`config.mk`:
```
export PLATFORM = sky130hd
export DESIGN_NAME = card_arbiter
export DESIGN_NICKNAME = d
export VERILOG_FILES = /design/src/rtl/card_arbiter_pkg.sv /design/src/rtl/card_rr_pick.sv /design/src/rtl/card_arbiter.sv
export SDC_FILE = /design/constraint.sdc
export NUM_CORES = 1
export LEC_CHECK = 0
export BUFFER_PORTS_ARGS = -buffer_cell sky130_fd_sc_hd__buf_4
export CORE_MARGIN = 2
export CORE_UTILIZATION = 44
export CTS_BUF_LIST = sky130_fd_sc_hd__clkbuf_8
export DETAILED_ROUTE_END_ITERATION = 10
export PLACE_DENSITY_LB_ADDON = 0.12
export SETUP_SLACK_MARGIN = 0.02
export SYNTH_ARGS = -nofsm -noshare
export SYNTH_HDL_FRONTEND = slang
export SYNTH_SLANG_ARGS = --single-unit
```
`constraint.sdc`:
```
create_clock -name CLK -period 2.1 [get_ports CLK]
set_input_delay 0 -clock CLK [delete_from_list [all_inputs] [get_ports CLK]]
set_output_delay 0 -clock CLK [all_outputs]
set_load 0.05 [all_outputs]
```
`src/rtl/card_arbiter_pkg.sv`:
```
// ---------------------------------------------------------------------------
// card_arbiter_pkg
// Shared definitions for the card_arbiter slice and the card_driver engine:
// FSM state encodings, block size and block-address width.
// Optional build macro honoured by this slice: CARD_ARB_FIXED_PRIO_EN
// (see card_rr_pick).
// ---------------------------------------------------------------------------
package card_arbiter_pkg;

  localparam int CARD_BLOCK_BYTES = 512;
  localparam int CARD_ADDR_W      = 32;

  typedef enum logic [1:0] {
    ST_IDLE = 2'd0,
    ST_CMD  = 2'd1,
    ST_DATA = 2'd2,
    ST_DONE = 2'd3
  } card_state_e;

  // Turns a client index into its one-hot position on a 2-bit bus.
  function automatic logic [1:0] clientOneHot(input logic idx);
    return idx ? 2'b10 : 2'b01;
  endfunction

endpackage

```
`src/rtl/card_rr_pick.sv`:
```
// ---------------------------------------------------------------------------
// card_rr_pick
// Combinational grant picker for two requesters.
//   req  in  2  request vector
//   last in  1  index of the client served most recently
//   gnt  out 2  one-hot grant (all zero when nothing is requested)
// Build macro CARD_ARB_FIXED_PRIO_EN: when defined, client 0 always wins a
// tie and 'last' is ignored; otherwise the client that was not served last
// wins a tie.
// ---------------------------------------------------------------------------
module card_rr_pick (
  input  logic [1:0] req,
  input  logic       last,
  output logic [1:0] gnt
);

`ifdef CARD_ARB_FIXED_PRIO_EN
  // Fixed priority: client 0 first, client 1 only when client 0 is quiet.
  always_comb begin
    gnt = 2'b00;
    if (req[0]) begin
      gnt = 2'b01;
    end else if (req[1]) begin
      gnt = 2'b10;
    end
  end

  logic unusedLast;
  assign unusedLast = last;
`else
  // Round-robin: a lone request wins outright; on a tie the client that was
  // not served last is preferred.
  always_comb begin
    gnt = req;
    if (req == 2'b11) begin
      gnt = last ? 2'b01 : 2'b10;
    end
  end
`endif

endmodule

```
`src/rtl/card_arbiter.sv`:
```
// ---------------------------------------------------------------------------
// card_arbiter
// Shares one card_driver block-transfer engine between two clients. Whole
// block transactions are arbitrated one at a time; the winner's command is
// forwarded to the driver WR_* / RD_* channel and its byte stream is routed
// combinationally through WD_* (write) or RES_* (read).
//
// Ports
//   CLK, RST                 clock, synchronous active-high reset
//   C_REQ[1:0]               per-client request, held until its C_DONE
//   C_WE[1:0]                1 = block write, 0 = block read (sampled at grant)
//   C_ADDR[63:0]             client k block address in [32k+31:32k]
//   C_WD_STB/C_WD_DATA/C_WD_ACK    client write-byte streams
//   C_RES_STB/C_RES_DATA/C_RES_ACK client read-byte streams (data shared)
//   C_DONE[1:0]              one-cycle pulse at end of a transaction
//   BUSY                     high whenever the arbiter is not idle
//   WR_STB/WR_ADDR/WR_ACK    driver write command
//   RD_STB/RD_ADDR/RD_ACK    driver read command
//   WD_STB/WD_DATA/WD_ACK    driver write-byte stream
//   RES_STB/RES_DATA/RES_ACK driver read-byte stream
//
// Build macro CARD_ARB_FIXED_PRIO_EN selects fixed priority (client 0 wins
// ties) instead of round-robin; it is consumed by card_rr_pick.
// ---------------------------------------------------------------------------
module card_arbiter
  import card_arbiter_pkg::*;
#(
  parameter int BLOCK_BYTES = CARD_BLOCK_BYTES
) (
  input  logic                     CLK,
  input  logic                     RST,
  input  logic [1:0]               C_REQ,
  input  logic [1:0]               C_WE,
  input  logic [2*CARD_ADDR_W-1:0] C_ADDR,
  input  logic [1:0]               C_WD_STB,
  input  logic [15:0]              C_WD_DATA,
  output logic [1:0]               C_WD_ACK,
  output logic [1:0]               C_RES_STB,
  output logic [7:0]               C_RES_DATA,
  input  logic [1:0]               C_RES_ACK,
  output logic [1:0]               C_DONE,
  output logic                     BUSY,
  output logic                     WR_STB,
  output logic [CARD_ADDR_W-1:0]   WR_ADDR,
  input  logic                     WR_ACK,
  output logic                     RD_STB,
  output logic [CARD_ADDR_W-1:0]   RD_ADDR,
  input  logic                     RD_ACK,
  output logic                     WD_STB,
  output logic [7:0]               WD_DATA,
  input  logic                     WD_ACK,
  input  logic                     RES_STB,
  input  logic [7:0]               RES_DATA,
  output logic                     RES_ACK
);

  localparam int CNT_W = $clog2(BLOCK_BYTES) + 1;

  card_state_e            state_q, state_d;
  logic                   owner_q, owner_d;
  logic                   we_q, we_d;
  logic [CARD_ADDR_W-1:0] addr_q, addr_d;
  logic [CNT_W-1:0]       byteCnt_q, byteCnt_d;
  logic                   last_q, last_d;
  logic [1:0]             gnt;
  logic                   byteXfer;

  card_rr_pick uPick (
    .req  (C_REQ),
    .last (last_q),
    .gnt  (gnt)
  );

  // State register. 'last' comes out of reset as 1 so that a tie straight
  // after reset goes to client 0.
  always_ff @(posedge CLK) begin
    if (RST) begin
      state_q   <= ST_IDLE;
      owner_q   <= 1'b0;
      we_q      <= 1'b0;
      addr_q    <= '0;
      byteCnt_q <= '0;
      last_q    <= 1'b1;
    end else begin
      state_q   <= state_d;
      owner_q   <= owner_d;
      we_q      <= we_d;
      addr_q    <= addr_d;
      byteCnt_q <= byteCnt_d;
      last_q    <= last_d;
    end
  end

  // Next-state and output decode. Every stream output defaults to 0 and is
  // only connected to the owner's signals while in DATA, so strobes seen in
  // any other state (or from the non-owner) are never acknowledged. The
  // transaction ends on the transfer that brings the count to BLOCK_BYTES;
  // the owner dropping its request mid-block does not shorten it.
  always_comb begin
    state_d    = state_q;
    owner_d    = owner_q;
    we_d       = we_q;
    addr_d     = addr_q;
    byteCnt_d  = byteCnt_q;
    last_d     = last_q;
    byteXfer   = 1'b0;

    C_WD_ACK   = 2'b00;
    C_RES_STB  = 2'b00;
    C_RES_DATA = 8'h00;
    C_DONE     = 2'b00;
    BUSY       = (state_q != ST_IDLE);
    WR_STB     = 1'b0;
    WR_ADDR    = '0;
    RD_STB     = 1'b0;
    RD_ADDR    = '0;
    WD_STB     = 1'b0;
    WD_DATA    = 8'h00;
    RES_ACK    = 1'b0;

    case (state_q)
      ST_IDLE: begin
        if (|C_REQ) begin
          owner_d = gnt[1];
          we_d    = gnt[1] ? C_WE[1] : C_WE[0];
          addr_d  = gnt[1] ? C_ADDR[2*CARD_ADDR_W-1:CARD_ADDR_W]
                           : C_ADDR[CARD_ADDR_W-1:0];
          state_d = ST_CMD;
        end
      end

      ST_CMD: begin
        if (we_q) begin
          WR_STB  = 1'b1;
          WR_ADDR = addr_q;
        end else begin
          RD_STB  = 1'b1;
          RD_ADDR = addr_q;
        end
        if ((we_q && WR_ACK) || (!we_q && RD_ACK)) begin
          byteCnt_d = '0;
          state_d   = ST_DATA;
        end
      end

      ST_DATA: begin
        if (we_q) begin
          WD_STB            = C_WD_STB[owner_q];
          WD_DATA           = owner_q ? C_WD_DATA[15:8] : C_WD_DATA[7:0];
          C_WD_ACK[owner_q] = WD_ACK;
          byteXfer          = C_WD_STB[owner_q] && WD_ACK;
        end else begin
          C_RES_STB[owner_q] = RES_STB;
          C_RES_DATA         = RES_DATA;
          RES_ACK            = C_RES_ACK[owner_q];
          byteXfer           = RES_STB && C_RES_ACK[owner_q];
        end
        if (byteXfer) begin
          byteCnt_d = byteCnt_q + CNT_W'(1);
          if ((byteCnt_q + CNT_W'(1)) == CNT_W'(BLOCK_BYTES)) begin
            state_d = ST_DONE;
          end
        end
      end

      ST_DONE: begin
        C_DONE  = clientOneHot(owner_q);
        last_d  = owner_q;
        state_d = ST_IDLE;
      end

      default: begin
        state_d = ST_IDLE;
      end
    endcase
  end

endmodule

```
**Word level (Yosys, flattened, before mapping)**

Cells that the tools add are included.

- $add $sub $neg: 1
- Multipliers: 0
- Divide/modulo/power cells: 0
- Magnitude comparators: 2
- Equal/unequal tests: 9
- Shifts and indexed selects: 0
- Multiplexer cells: 43
- Bitwise operators: 2
- Reductions and logical operators: 14

Operator list:

| kind | count |
|---|---|
| 2-to-1 mux 32 bit | 5 |
| 2-to-1 mux 8 bit | 5 |
| 2-to-1 mux 2 bit | 12 |
| 2-to-1 mux 10 bit | 2 |
| case mux 10 bit (2 select lines) | 1 |
| 2-to-1 mux 1 bit | 16 |
| adder 10 x 1 -> 10 bit (second input constant) | 1 |
| == test 10 bit (second input constant) | 1 |
| != test 2 bit (second input constant) | 4 |
| case mux 2 bit (4 select lines) | 1 |
| == test 2 bit (second input constant) | 3 |
| logical AND 1 bit | 5 |
| bitwise AND 2 bit | 2 |
| AND reduction 4 bit | 1 |
| nonzero test 2 bit | 2 |
| AND reduction 3 bit | 1 |
| == test 2 x 1 -> 1 bit (second input constant) | 1 |
| logical NOT 2 bit | 1 |
| less-than comparator 1 x 2 -> 1 bit (second input constant) | 1 |
| AND reduction 2 bit | 1 |
| OR reduction 2 bit | 1 |
| demux 1 bit (select 1 bit) | 1 |
| greater-or-equal comparator 1 bit (second input constant) | 1 |
| logical NOT 1 bit | 1 |
| logical OR 1 bit | 1 |

- Flip-flop bits (word level): 47
- Latch bits: 0
- Memory bits (writable): 0
- Bits in read-only memories: 0
- Output and inout bits: 91
- Logic and storage cells: 77
- Memories kept: 0

**Depth between registers and ports, before layout**

- Depth after elaboration: 7
- Gate-level depth with buffers: 8

**Hierarchy**

Synthesis repeated with hierarchy kept, for this count alone.

- Cell total of the unflattened synthesis: 366
- Area total of the unflattened synthesis: 3054.2 um^2

Modules (own cells, without submodules):

| module | times used | cells an instance | area each (um^2) | sequential area each (um^2) |
|---|---|---|---|---|
| card_arbiter | 1 | 363 | 3035.4 | 940.9 |
| card_rr_pick | 1 | 3 | 18.8 | 0.0 |

**Worst setup path after synthesis**

Ideal clock, no wire load.

- Kind: register to output
- From: register state_q[0]
- To: output C_WD_ACK[0]
- Arrival time: 2.385 ns
- Slack: -0.285 ns
- Stages on the path, launching flop included: 6
- Path buffers: 1
- Cells stage by stage: dfxtp_1 -> inv_1 -> ha_1 -> clkbuf_1 -> nand2_1 -> nor3b_1

- Cells in the longest elaborated chain, start to end: 2

Ends and longest elaborated chain:

| item | line | source |
|---|---|---|
| start: declaration | card_arbiter.sv:59 | `card_state_e state_q, state_d;` |
| start signal: assignment | card_arbiter.sv:85 | `state_q <= state_d;` |
| == test 2 bit | card_arbiter.sv:121 | `case (state_q)` |
| 2-to-1 mux 2 bit | card_arbiter.sv:121 |  |
| end: declaration | card_arbiter.sv:37 | `output logic [1:0] C_WD_ACK,` |

Every way passes these cells.

**Worst setup path in the final report**

- From: register state_q[1]
- To: output RD_ADDR[19]

- Cells in the longest elaborated chain, start to end: 2

Ends and longest elaborated chain:

| item | line | source |
|---|---|---|
| == test 2 x 1 -> 1 bit | card_arbiter.sv:121 |  |
| 2-to-1 mux 32 bit | card_arbiter.sv:121 |  |
| end: declaration | card_arbiter.sv:47 | `output logic [CARD_ADDR_W-1:0] RD_ADDR,` |

Every way passes these cells.

==> results.tsv <==
stage	metric	value	unit
floorplan	io_pins	193	
route	drt_iter0_drc	102	
route	dr.pass1.iters	4	
yosys	synthMuxAreaShare	0.1519	
route	viasPerCell	5.285	
grt	grt_max_degree	67	
yosys	synth_nets	479	
timing	finalClockSkew	8.718	ps
critical_path	path_max_fanout	36	
clock_network	clk_path_buf_depth	2	
finish	drive_gt1_frac	0.4044	
placed_design	post-place-ws	259.3	ps
timing	hold_ws	33.85	ps
yosys	netlist_top_cells_count	57 x nor2_1, 47 x dfxtp_1, 46 x mux2i_1, 44 x and2_1, 35 x and3_1	
grt	grt_pass1_wl	14920	um
yosys	synth_warnings	0	
yosys	synth-xor-area-share	0	
placed_design	gp_congestion	0.7850	
timing	setup_viol	0	
timing	rsz0062_at_grt	no	
yosys	syn_area	3030	um2
grt	grtUsageTotal	0.2446	
timing	finalMaxSlewViolations	0	
yosys	synthDistinctLibCells	40	
timing	relSlewSlack	0.6515	
timing	tightest_slew	522.7	ps
yosys	synth_seq_area_share	0.3105	
critical_path	r2r_end	state_q[1]	
clock_network	clock_sinks	47	
critical_path	r2r_cells	7	
finish	n_antenna_cell	0	
critical_path	crit_arrival	1960	ps
timing	hold_viol_final	0	
clock_network	cts_resized	1	
finish	final_cells	629	
placed_design	dpl_cell_area	4556	um2
floorplan	num_rows	30	
floorplan	core-area	6719	um2
grt	grt_pass1_vias	3183	
yosys	yosysTopAreaCell	dfxtp_1	
yosys	synth_compound_area_frac	0.1606	
yosys	synth_top_area_share	0.3105	
critical_path	end_kind	output pin	
clock_network	insertion_delay	300	ps
clock_network	cts_max_level	2	
critical_path	worstPathRequired	2100	ps
status	status	finished, final reports clean	
critical_path	startpoint	state_q[1]	
critical_path	critical_path_class	flip-flop to output pin	
route	drc	0	
timing	period_minus_slack	1956	ps
finish	areaGrowthSynthToFinish	54.25	%
critical_path	regToRegSetupSlack	220	ps
yosys	ys_top_cells_by_area	dfxtp_1 31%, mux2i_1 15%, and2_1 9.1%, a211oi_1 8.2%, and3_1 7.2%	
clock_network	clkSlewWorstSetupHoldPaths	90	ps
grt	antenna_found_initial	0	
route	postRouteAntennaNets	0	
critical_path	r2r_start	byteCnt_q[0]	
timing	tns	0	ps
grt	grt_overflow_total	0	
timing	min_period_over_period	0.9316	
placed_design	placed_cells	621	
run	maxCapViolCount	0	
yosys	async_flop_share	0	
floorplan	initial_core_util	0.4510	
yosys	synth_fa_ha_area_frac	0.02064	
yosys	synth_most_common_cell	nor2_1	
yosys	synth-simple-area-share	0.3064	
yosys	synth_top_family_by_area	simple AND/OR/NAND/NOR gates	
yosys	syn_avg_cell_area	8.146	um2
floorplan	die_area	7567	um2
clock_network	cts_root_buf	clkbuf_8	
power_and_ir_drop	finalPower	4.264	mW
finish	postLayoutCellArea	4674	um2
route	post_drt_wl_per_cell	15.28	um
route	via_count	3324	
critical_path	cp-endpoint	RD_ADDR[19]	
finish	final_util	0.6957	
timing	max_freq	511.2	MHz
power_and_ir_drop	power_leakage	2.322	nW
placed_design	portBuffers	192	
critical_path	cp-start-kind	flip-flop	
timing	setup_slack	143.7	ps
clock_network	cts_tree	yes	
route	wl	9609	um
power_and_ir_drop	power.density_cell_area	912.2	nW/um2
clock_network	cts_hold_buf	0	
yosys	synth_edf_count	0	
yosys	postSynthCellCount	372	
min_path	hp-class	input port to flip-flop	
clock_network	numCtsBuffers	5	
placed_design	dp_hpwl	7164	um
finish	nets	655	
yosys	synth-seq-cells	47	
clock_network	post_cts_buffers	0	
power_and_ir_drop	ir_drop	0.5623	mV
floorplan	dieHeight	86.99	um
yosys	synth_top_flop_cell	dfxtp_1	
floorplan	die_w	86.99	um
[cells in the final DEF (no fill, tap or decap), types with 5 or more instances in the layout]
cell type	instances
a211oi_1	33
a21oi_1	8
a311oi_1	5
and2_1	44
and3_1	35
buf_4	197
clkbuf_8	6
dfxtp_1	46
inv_1	5
mux2i_1	46
nand2_1	19
nor2_1	56
[how the worst min path moves through the flow]
stage	startpoint	end	depth (start not counted)
2_1_floorplan	RST	state_q[1]	2
3_3_place_gp	C_REQ[0]	owner_q	4
3_5_place_dp	C_REQ[0]	owner_q	4
4_1_cts	C_ADDR[15]	addr_q[15]	3
5_1_grt	C_ADDR[28]	addr_q[28]	3
6_report	C_ADDR[15]	addr_q[15]	3
[report_power, final]
part	leakage, nW	switching [mW]	internal, mW
Combinational	1.88	1.50	0.853
Sequential	0.388	0.182	1.14
Clock	0.0516	0.318	0.270
Total	2.32	2.00	2.27
[sequential cells by signal, summed over array words and instances, names as in the netlist]
signal	count
addr_q	32
byteCnt_q	10
last_q	1
owner_q	1
state_q	2
we_q	1
[cells by family after synthesis]
group | after synthesis
AOI/OAI and AO/OA | 63
adders and majority gates | 5
buffers and inverters | 37
and+or+nand+nor | 174
muxes | 46
DFF | 47
[worst max-delay path: stages, from the launching register on]
cell and delay (ps):
dfxtp_1 350, inv_1 90, ha_1 230, buf_12 200
nor2b_2 200, buf_6 200, and2_1 170, buf_4 200
[routing by layer]
| layer | GRT usage | up-vias | wire length, um |
|---|---|---|---|
| li1 | - | 1655 | - |
| met1 | 0.2955 | 1536 | 3791 |
| met2 | 0.4303 | 120 | 4926 |
| met3 | 0.06351 | 13 | 749 |
| met4 | 0.06108 | 0 | 140 |
| met5 | 0 | - | 0 |
[layout make-up]
type | count | area [um2]
fill | 575 | 2044
multi-input combinational | 288 | 1967
timing repair buffer | 201 | 1550
sequential | 47 | 942.2
tap | 80 | 100.1
clock buffer | 6 | 82.58
inverter | 5 | 18.77
clock inverter | 2 | 13.76
Note: power is estimated with default switching activity, not from simulation.
